[src/rtl/lcd_pkg.sv]
// Shared constants and state encodings for the 1602 LCD field refresh controller.
package lcd_pkg;

  localparam logic [7:0] CLEAR      = 8'h01;
  localparam logic [7:0] ENTRY      = 8'h06;
  localparam logic [7:0] DISP_ON    = 8'h0C;
  localparam logic [7:0] FUNC_8B2L  = 8'h38;
  localparam logic [7:0] SET_DDRAM  = 8'h80;
  localparam logic [7:0] ASCII_ZERO = 8'h30;

  typedef enum logic [2:0] {PWR_WAIT, INIT, IDLE, HOST, FADDR, FCHAR} top_state_e;
  typedef enum logic [1:0] {SETUP, STROBE, HOLD} phase_e;

endpackage

[src/rtl/lcd_field_refresh_ctrl_strobe.sv]
// One LCD bus write: SETUP / STROBE / HOLD phases of TICK_CYCLES clocks each,
// with rs and data latched at start and held until the next transaction.
module lcd_bus_strobe
  import lcd_pkg::*;
#(
  parameter int TICK_CYCLES = 800000
) (
  input  logic       clk,
  input  logic       rst,
  input  logic       start_i,
  input  logic       rs_i,
  input  logic [7:0] data_i,
  output logic       busy_o,
  output logic       done_o,
  output logic       rs_o,
  output logic       en_o,
  output logic [7:0] data_o
);

  localparam int CNT_W = $clog2(TICK_CYCLES);
  localparam logic [CNT_W-1:0] CNT_LAST = CNT_W'(TICK_CYCLES - 1);

  logic             busy_q, busy_d;
  phase_e           phase_q, phase_d;
  logic [CNT_W-1:0] cnt_q, cnt_d;
  logic             rs_q, rs_d;
  logic [7:0]       data_q, data_d;
  logic             phase_end, done;

  assign phase_end = (cnt_q == CNT_LAST);
  assign done      = busy_q && (phase_q == HOLD) && phase_end;

  // A start is accepted in the final HOLD cycle too, so bytes go back to back.
  always_comb begin
    busy_d  = busy_q;
    phase_d = phase_q;
    cnt_d   = cnt_q;
    rs_d    = rs_q;
    data_d  = data_q;
    if (start_i && (!busy_q || done)) begin
      busy_d  = 1'b1;
      phase_d = SETUP;
      cnt_d   = '0;
      rs_d    = rs_i;
      data_d  = data_i;
    end else if (busy_q) begin
      if (phase_end) begin
        cnt_d = '0;
        unique case (phase_q)
          SETUP:   phase_d = STROBE;
          STROBE:  phase_d = HOLD;
          default: begin
            phase_d = SETUP;
            busy_d  = 1'b0;
          end
        endcase
      end else begin
        cnt_d = cnt_q + 1'b1;
      end
    end
  end

  always_ff @(posedge clk or posedge rst) begin
    if (rst) begin
      busy_q  <= 1'b0;
      phase_q <= SETUP;
      cnt_q   <= '0;
      rs_q    <= 1'b0;
      data_q  <= 8'h00;
    end else begin
      busy_q  <= busy_d;
      phase_q <= phase_d;
      cnt_q   <= cnt_d;
      rs_q    <= rs_d;
      data_q  <= data_d;
    end
  end

  assign busy_o = busy_q;
  assign done_o = done;
  assign rs_o   = rs_q;
  assign en_o   = busy_q && (phase_q == STROBE);
  assign data_o = data_q;

endmodule

[src/rtl/lcd_field_refresh_ctrl.sv]
// 1602 LCD controller: power-on wait, init commands, then repaints only changed
// single-digit fields; a req/ack port lets other painters share the bus.
module lcd_field_refresh_ctrl
  import lcd_pkg::*;
#(
  parameter int                        NUM_FIELDS    = 3,
  parameter int                        VALUE_W       = 4,
  parameter logic [NUM_FIELDS*8-1:0]   FIELD_ADDR    = {8'hCB, 8'h8F, 8'h89},
  parameter int                        TICK_CYCLES   = 800000,
  parameter int                        POWERON_TICKS = 4
) (
  input  logic                          clk,
  input  logic                          reset,
  input  logic [NUM_FIELDS*VALUE_W-1:0] values,
  input  logic                          host_req,
  input  logic                          host_rs,
  input  logic [7:0]                    host_data,
  output logic                          host_ack,
  output logic                          init_done,
  output logic                          rs,
  output logic                          rw,
  output logic                          enable,
  output logic [7:0]                    data
);

  localparam int IDX_W    = (NUM_FIELDS > 1) ? $clog2(NUM_FIELDS) : 1;
  localparam int WAIT_CYC = POWERON_TICKS * TICK_CYCLES;
  localparam int WAIT_W   = $clog2(WAIT_CYC + 1);
  localparam logic [IDX_W-1:0] LAST_IDX = IDX_W'(NUM_FIELDS - 1);

  function automatic logic [7:0] digit_char(input logic [VALUE_W-1:0] v);
    if (int'(v) > 9) return ASCII_ZERO + 8'd9;
    return ASCII_ZERO + 8'(v);
  endfunction

  function automatic logic [7:0] init_cmd(input logic [1:0] i);
    case (i)
      2'd0:    return FUNC_8B2L;
      2'd1:    return ENTRY;
      2'd2:    return DISP_ON;
      default: return CLEAR;
    endcase
  endfunction

  top_state_e                   state_q, state_d;
  logic [WAIT_W-1:0]            wait_q, wait_d;
  logic [1:0]                   init_idx_q, init_idx_d;
  logic [VALUE_W-1:0]           cap_q, cap_d;
  logic [IDX_W-1:0]             cur_q, cur_d, last_q, last_d;
  logic [NUM_FIELDS*VALUE_W-1:0] shadow_q, shadow_d;
  logic [NUM_FIELDS-1:0]        force_q, force_d;
  logic                         init_done_q, init_done_d;

  logic [NUM_FIELDS-1:0] dirty;
  logic                  found;
  logic [IDX_W-1:0]      pick_idx;
  int                    pick_scan;
  logic [VALUE_W-1:0]    pick_val;
  logic [7:0]            pick_addr;
  logic                  bus_start, bus_rs, bus_busy, bus_done, ack_c;
  logic [7:0]            bus_byte;

  always_comb begin
    dirty = '0;
    for (int i = 0; i < NUM_FIELDS; i++)
      dirty[i] = force_q[i] ||
                 (values[i*VALUE_W +: VALUE_W] != shadow_q[i*VALUE_W +: VALUE_W]);
  end

  // Round-robin scan starts just after the last field that was painted.
  always_comb begin
    found     = 1'b0;
    pick_idx  = '0;
    pick_scan = 0;
    for (int k = 1; k <= NUM_FIELDS; k++) begin
      pick_scan = int'(last_q) + k;
      if (pick_scan >= NUM_FIELDS) pick_scan = pick_scan - NUM_FIELDS;
      if (!found && dirty[IDX_W'(pick_scan)]) begin
        found    = 1'b1;
        pick_idx = IDX_W'(pick_scan);
      end
    end
  end

  assign pick_val  = values[int'(pick_idx)*VALUE_W +: VALUE_W];
  assign pick_addr = FIELD_ADDR[int'(pick_idx)*8 +: 8];

  always_comb begin
    state_d     = state_q;
    wait_d      = wait_q;
    init_idx_d  = init_idx_q;
    cap_d       = cap_q;
    cur_d       = cur_q;
    last_d      = last_q;
    shadow_d    = shadow_q;
    force_d     = force_q;
    init_done_d = init_done_q;
    bus_start   = 1'b0;
    bus_rs      = 1'b0;
    bus_byte    = 8'h00;
    ack_c       = 1'b0;
    unique case (state_q)
      PWR_WAIT: begin
        if (wait_q == WAIT_W'(WAIT_CYC - 1)) begin
          bus_start  = 1'b1;
          bus_byte   = init_cmd(2'd0);
          init_idx_d = 2'd0;
          state_d    = INIT;
        end else begin
          wait_d = wait_q + 1'b1;
        end
      end
      INIT: begin
        if (bus_done) begin
          if (init_idx_q == 2'd3) begin
            init_done_d = 1'b1;
            state_d     = IDLE;
          end else begin
            init_idx_d = init_idx_q + 2'd1;
            bus_start  = 1'b1;
            bus_byte   = init_cmd(init_idx_q + 2'd1);
          end
        end
      end
      IDLE: begin
        if (!bus_busy && host_req) begin
          bus_start = 1'b1;
          bus_rs    = host_rs;
          bus_byte  = host_data;
          state_d   = HOST;
        end else if (!bus_busy && found) begin
          cur_d     = pick_idx;
          cap_d     = pick_val;
          bus_start = 1'b1;
          bus_byte  = SET_DDRAM | pick_addr;
          state_d   = FADDR;
        end
      end
      HOST: begin
        if (bus_done) begin
          ack_c   = 1'b1;
          state_d = IDLE;
        end
      end
      FADDR: begin
        if (bus_done) begin
          bus_start = 1'b1;
          bus_rs    = 1'b1;
          bus_byte  = digit_char(cap_q);
          state_d   = FCHAR;
        end
      end
      default: begin
        if (bus_done) begin
          shadow_d[int'(cur_q)*VALUE_W +: VALUE_W] = cap_q;
          force_d[cur_q] = 1'b0;
          last_d         = cur_q;
          state_d        = IDLE;
        end
      end
    endcase
  end

  always_ff @(posedge clk or posedge reset) begin
    if (reset) begin
      state_q     <= PWR_WAIT;
      wait_q      <= '0;
      init_idx_q  <= 2'd0;
      cap_q       <= '0;
      cur_q       <= '0;
      last_q      <= LAST_IDX;
      shadow_q    <= '0;
      force_q     <= '1;
      init_done_q <= 1'b0;
    end else begin
      state_q     <= state_d;
      wait_q      <= wait_d;
      init_idx_q  <= init_idx_d;
      cap_q       <= cap_d;
      cur_q       <= cur_d;
      last_q      <= last_d;
      shadow_q    <= shadow_d;
      force_q     <= force_d;
      init_done_q <= init_done_d;
    end
  end

  lcd_bus_strobe #(.TICK_CYCLES(TICK_CYCLES)) u_strobe (
    .clk    (clk),
    .rst    (reset),
    .start_i(bus_start),
    .rs_i   (bus_rs),
    .data_i (bus_byte),
    .busy_o (bus_busy),
    .done_o (bus_done),
    .rs_o   (rs),
    .en_o   (enable),
    .data_o (data)
  );

  assign host_ack  = ack_c;
  assign init_done = init_done_q;
  assign rw        = 1'b0;

endmodule
[config.mk]
export PLATFORM = sky130hd
export DESIGN_NAME = lcd_field_refresh_ctrl
export DESIGN_NICKNAME = d
export VERILOG_FILES = /design/src/rtl/lcd_pkg.sv /design/src/rtl/lcd_field_refresh_ctrl_strobe.sv /design/src/rtl/lcd_field_refresh_ctrl.sv
export SDC_FILE = /design/constraint.sdc
export NUM_CORES = 1
export LEC_CHECK = 0
export CAP_MARGIN = 10
export CORE_ASPECT_RATIO = 1.1
export CORE_UTILIZATION = 40
export CTS_CLUSTER_DIAMETER = 120
export DETAILED_ROUTE_END_ITERATION = 7
export DONT_BUFFER_PORTS = 1
export PLACE_DENSITY_LB_ADDON = 0.15
export SETUP_SLACK_MARGIN = 0.1
export SKIP_CTS_REPAIR_TIMING = 1
export SLEW_MARGIN = 20
export SYNTH_ARGS = -nofsm -noshare
export SYNTH_HDL_FRONTEND = slang
export SYNTH_SLANG_ARGS = --single-unit
[constraint.sdc]
create_clock -name clk -period 2.65 [get_ports clk]
set_clock_uncertainty 0.2 [all_clocks]
set_input_delay 0.53 -clock clk [delete_from_list [all_inputs] [get_ports clk]]
set_output_delay 0.53 -clock clk [all_outputs]
set_load 0.01 [all_outputs]
# After elaboration in Yosys (flattened, before gate mapping)

Cells that the tools add are included.

Order comparisons: 9
Shift operators: 4
Add/sub/neg operators: 11
Multipliers: 0
Equal/unequal tests: 20
Bitwise gates (word level): 5
Multiplexer cells: 67
Reduce and logical (&&, ||, !) cells: 32
Divide/modulo/power cells: 0

Operators by type and width:

| cell                                                                                 | count |
|---|---|
| 20-bit two-way mux                                                                   | 3 |
| 8-bit two-way mux                                                                    | 5 |
| 4-bit negator with 33-bit output                                                     | 1 |
| 4-bit by 33-bit variable shift with 12-bit output (first input constant)             | 1 |
| 4-bit by 33-bit indexed part select with 12-bit output                               | 1 |
| 8-bit one-hot mux with 4 select lines                                                | 1 |
| 1-bit two-way mux                                                                    | 25 |
| 2-bit two-way mux                                                                    | 12 |
| 24-bit by 6-bit indexed part select with 7-bit output (first input constant)         | 1 |
| 22-bit by 1-bit adder with 22-bit output (second input constant)                     | 1 |
| 22-bit == test (second input constant)                                               | 1 |
| 3-bit two-way mux                                                                    | 7 |
| 20-bit by 1-bit adder with 20-bit output (second input constant)                     | 1 |
| 20-bit == test (second input constant)                                               | 1 |
| 6-bit two-way mux                                                                    | 3 |
| 6-bit one-hot mux with 3 select lines                                                | 1 |
| 12-bit bitwise mux                                                                   | 1 |
| 2-bit by 4-bit < comparator with 1-bit output (second input constant)                | 3 |
| 4-bit inequality test                                                                | 3 |
| 3-bit one-hot mux with 4 select lines                                                | 1 |
| 12-bit by 5-bit indexed part select with 4-bit output                                | 1 |
| 3-bit by 2-bit greater-or-equal comparator with 1-bit output (second input constant) | 3 |
| 1-bit logical AND                                                                    | 9 |
| 2-bit one-hot mux with 2 select lines                                                | 2 |
| 35 further kinds                                                                     | 60 |

Output and inout port bits: 13
Memory bits (read-only): 0
Input bits: 24
Logic and storage cells: 162
RAM bits: 0
Memories: 0
Register bits: 83
Latch bits: 0

# Depth between registers and ports, before layout

Depth after elaboration: 20
Mapped depth: 12

# By module

Synthesis repeated with hierarchy kept, for this count alone.

Cell total of the unflattened synthesis: 487
Area total of the unflattened synthesis: 4703.3 µm²

Modules (own cells, without submodules):

| module                 | times used | seq. area each (µm²) | cells an instance | area an instance (µm²) |
|---|---|---|---|---|
| lcd_field_refresh_ctrl | 1          | 1281.2               | 334               | 3110.5 |
| lcd_bus_strobe         | 1          | 800.8                | 153               | 1592.8 |

# Worst setup path before layout

No wires, ideal clock.

Path kind: register to register
Start: register last_q[1]
End: register u_strobe.data_q[1], in the netlist u_strobe.data_o[1]
Slack: -0.266 ns
Arrival: 2.590 ns
Path buffers: 1
Required time: 2.325 ns
Stages on the path, launching flop included: 12
Library setup time: 0.125 ns
Path through: dfstp_2 -> inv_1 -> ha_1 -> clkbuf_1 -> inv_1 -> nor2_1 -> a21boi_0 -> a2111oi_0 -> o221a_2 -> ha_1 -> o211ai_1 -> mux2_4

Elaborated cells on any way between the ends: 40
Those cells by class: 6 x add/sub; 3 x order compare; 1 x shift; 24 x mux; 6 x reduce/logical

RTL lines:

| item                                                                                             | line                                | RTL |
|---|---|---|
| from (decl)                                                                                      | lcd_field_refresh_ctrl.sv:49        | `logic [IDX_W-1:0] cur_q, cur_d, last_q, last_d;` |
| from (signal assigned)                                                                           | lcd_field_refresh_ctrl.sv:181       | `last_q <= last_d;` |
| 2-bit by 1-bit adder with 3-bit output                                                           | lcd_field_refresh_ctrl.sv:76        | `pick_scan = int'(last_q) + k;` |
| 3-bit by 2-bit greater-or-equal comparator with 1-bit output or 2-bit subtractor (tied branches) | lcd_field_refresh_ctrl.sv:77        | `if (pick_scan >= NUM_FIELDS) pick_scan = pick_scan - NUM_FIELDS;` |
| 2-bit two-way mux                                                                                | lcd_field_refresh_ctrl.sv:77        |  |
| 1-bit binary-select mux with 2-bit select                                                        | lcd_field_refresh_ctrl.sv:78        | `if (!found && dirty[IDX_W'(pick_scan)]) begin` |
| 1-bit two-way mux (not written as such) (2 in a row)                                             | lcd_field_refresh_ctrl.sv:78        |  |
| 1-bit two-way mux                                                                                | lcd_field_refresh_ctrl.sv:78        |  |
| 1-bit logical NOT                                                                                | lcd_field_refresh_ctrl.sv:78        |  |
| 1-bit logical AND                                                                                | lcd_field_refresh_ctrl.sv:78        |  |
| 1-bit two-way mux                                                                                | lcd_field_refresh_ctrl.sv:78        |  |
| 1-bit logical NOT                                                                                | lcd_field_refresh_ctrl.sv:78        |  |
| 1-bit logical AND                                                                                | lcd_field_refresh_ctrl.sv:78        |  |
| 2-bit two-way mux *                                                                              | lcd_field_refresh_ctrl.sv:78        |  |
| net pick_idx[1]                                                                                  | lcd_field_refresh_ctrl.sv:56        | `logic [IDX_W-1:0] pick_idx;` |
| 24-bit by 6-bit indexed part select with 7-bit output *                                          | lcd_field_refresh_ctrl.sv:86        | `assign pick_addr = FIELD_ADDR[int'(pick_idx)*8 +: 8];` |
| 8-bit two-way mux *                                                                              | lcd_field_refresh_ctrl.sv:131       | `end else if (!bus_busy && found) begin` |
| 8-bit two-way mux *                                                                              | lcd_field_refresh_ctrl.sv:126       | `if (!bus_busy && host_req) begin` |
| 8-bit one-hot mux with 4 select lines *                                                          | lcd_field_refresh_ctrl.sv:102       | `unique case (state_q)` |
| to (signal assigned)                                                                             | lcd_field_refresh_ctrl_strobe.sv:75 | `data_q <= data_d;` |
| to (decl)                                                                                        | lcd_field_refresh_ctrl_strobe.sv:27 | `logic [7:0] data_q, data_d;` |

The timed path passes the listed nets; every way through them passes the cells marked *. The select of a mux whose other input is x is not followed.
A chain may end at the register's enable or synchronous reset.

# Worst setup path after layout

Start: register last_q[1]
End: register u_strobe.data_q[4], in the netlist u_strobe.data_o[4]

Cells in the longest elaborated chain, start to end: 18
Elaborated cells on any way between the ends: 40
Those cells by class: 6 x add/sub; 3 x order compare; 1 x shift; 24 x mux; 6 x reduce/logical

RTL lines:

| item |
|---|
| branches (longest 18 deep; another with 2-bit by 1-bit adder with 3-bit output) |

Several ways; the timed one is not identified. The select of a mux whose other input is x is not followed.

==> impl_results.md <==
- Outcome: finished with violations
- Failing checks: negative setup slack
- Final hold vios: 0
- Drt drc: 0
- Drt wl/cell: 15.92 um
- Worst Hold Class: primary input to flip-flop
- Fmax: 359.5 MHz
- WP data arrival: 2.81 ns
- Antenna-violating nets left: 0
- Max Cap Viol: 0
- Number of antenna violations at the first check in global routing: 0
- Synth area leader: dfrtp_1
- Worst Setup End Kind: flip-flop
- Antenna Cells: 0
- Critical Path RT: 2.68 ns
- Final core utilization: 52.25%
- Post-synthesis net count: 565
- Clock latency at the later pin of the worst-skew pair: 0.34 ns
- Syn Area/Cell: 9.276 um^2
- Async set-or-reset flop fraction in the synthesized netlist: 100.0%
- Largest net degree at the start of global routing: 34
- Fin. max-slew vios: 0
- Leading cell types by count after synthesis: dfrtp_1, nand2_1, nor2_1
- Vias per inst: 5.343
- GRT Util Overall: 20.18%
- Crit Path Class: flip-flop to flip-flop
- Area contributors post-synth: dfrtp_1, nand2_1, ha_1
- Peak supply drop: 0.2766 mV
- Startpoint Class: flip-flop
- Core Box Area: 11640 um^2
- DIE AREA: 12550 um^2
- Post-synthesis instance area: 4842 um^2
- CTS tree: yes
- Main synth FF type: dfrtp_1
- First-pass GRT wire length: 19.84 mm
- Rows: 41
- Synth unique cells: 72
- Post-synth EDFFs: 0
- CTS Buf Count: 9
- Filler cell count: 1079
- Grt ovf: 0
- CTS sink cnt: 83
- Layout Nets: 633
- Power per Cell Area: 429.4 nW/um^2
- Starting Density: 41.58%
- Ratio of cells with drive above 1 in the final layout: 26.43%
- Overall routed net length: 11.84 mm
- Setup TNS: -0.6267 ns
- Minimum clock period: 2.782 ns
- Sequential share of the synthesized area: 43.00%
- H-tree Lvls: 3
- Clk root buf: clkbuf_16
- Io pins: 37
- Final period utilization: 105.0%
- Synth top area share: 40.83%
- Port bufs: 0
- Drt first pass iters: 4
- Crit Path Max Fanout: 6
- Number of global-route vias before repair: 3968
- Leak pwr: 0.002618 uW
- Cells after Synth: 522
- Final Wtd Congestion: 0.8581
- Die width: 106.9 um
- Synth warn: 0
- Post-DP HPWL: 8.808 mm
- RSZ-0062 raised after global routing: true
- Die Y: 117.4 um
- Area grow syn2layout: 25.66%
- Flops & latches, synth: 83
- Setup ws final: -0.1318 ns
- Vias: 3975
- Final setup violation count: 10
- Clock Tree Buf Depth: 2
- DRT iter0 DRCs: 170
- Clk pin slew, worst setup/hold paths: 0.06 ns
## cell families (layout without fill, tap and decap cells)
family / after synthesis / after routing / synth area share (%)
AND/OR/NAND/NOR: 217 / 217 / 23.54
AO/OA/AOI/OAI: 106 / 106 / 15.17
flip-flops: 83 / 83 / 43.00
buffers and inverters: 48 / 120 / 4.238
XOR/XNOR: 41 / 41 / 7.416
adder cells (fa/ha/maj): 19 / 19 / 4.910
multiplexers: 7 / 7 / 1.654
other: 1 / 1 / 0.07745
## path summary, 6_finish.rpt
check | from | depth (start not counted) | slack, ns | to
setup / recovery | last_q[1]$_DFFE_PP1P_ | 10 | -0.13 | u_strobe.data_o[4]$_DFFE_PP0P_
hold / removal | host_data[6] | 2 | 0.12 | u_strobe.data_o[6]$_DFFE_PP0P_
setup reg to reg | last_q[1]$_DFFE_PP1P_ | 10 | -0.13 | u_strobe.data_o[4]$_DFFE_PP0P_
hold reg to reg | wait_q[9]$_DFFE_PP0P_ | 1 | 0.27 | wait_q[9]$_DFFE_PP0P_
max in group asynchronous | reset | 3 | 1.27 | wait_q[9]$_DFFE_PP0P_
min in group asynchronous | reset | 2 | 0.39 | u_strobe.data_o[0]$_DFFE_PP0P_
## cells in the final DEF (no fill, tap or decap), types with 12 or more instances in the layout
cell type and instances:
ha_1 13, nand2_1 79, inv_1 21, nand3_1 12, dfrtp_1 79, xor2_1 23
buf_4 67, nor2_1 38, xnor2_1 18, o21ai_0 30, a21oi_1 17
## critical path, stage by stage, from the launching register on
cell	delay, ns
dfstp_2	0.54
inv_2	0.05
ha_4	0.27
inv_6	0.08
nor2_1	0.04
o32a_1	0.21
nor3_2	0.27
a31oi_2	0.16
o31a_4	0.41
buf_6	0.15
mux2_4	0.28
## per-stage QoR
stage	hold slack, ns	setup slack [ns]	cells	area [um^2]	total power (uW)
floorplan	0.2348	-0.06686	522	4926	1360
detailed placement	0.1501	-0.08969	719	5543	1397
CTS	-0.2246	-0.1306	734	5827	2637
finish	0.1245	-0.1318	744	6085	2613
global placement	0.1474	-0.06639	719	5543	1396
global route	0.1294	-0.1871	744	6085	2707
## area by class of cell
type	instances	area (um^2)	share of cell area, %
clock buffer	10	229.0	3.763
inverter	28	116.4	1.912
multi-input combinational	391	2774	45.59
clock inverter	5	55.05	0.9048
timing repair buffer	77	640.6	10.53
sequential	83	2082	34.22
tap	150	187.7	3.085
## metal layers
layer,track usage [%],up-vias,routed length [um],part of all wire [%]
li1,-,1958,-,-
met1,27.15,1934,5460,46
met2,31.90,71,5743,48
met3,3.669,12,461,3.9
met4,8.134,0,178,1.5
met5,0,-,0,0
## flip-flops by register name, summed over array words and instances, names as in the netlist
| signal | count |
|---|---|
| shadow_q | 12 |
| init_done | 1 |
| last_q | 2 |
| u_strobe.data_o | 8 |
| u_strobe.cnt_q | 20 |
| u_strobe.phase_q | 2 |
| init_idx_q | 2 |
| cur_q | 2 |
| force_q | 3 |
| u_strobe.rs_o | 1 |
| wait_q | 22 |
| u_strobe.busy_o | 1 |
| state_q | 3 |
| cap_q | 4 |
## report_power, final
part | total (uW) | leakage, uW | internal, uW | switching [uW]
clock network | 1230 | 0.000134 | 722 | 512
registers | 1280 | 0.000989 | 1270 | 9.54
logic | 97.3 | 0.00149 | 37.5 | 59.8
No activity file was read; power rests on OpenSTA's default activity.
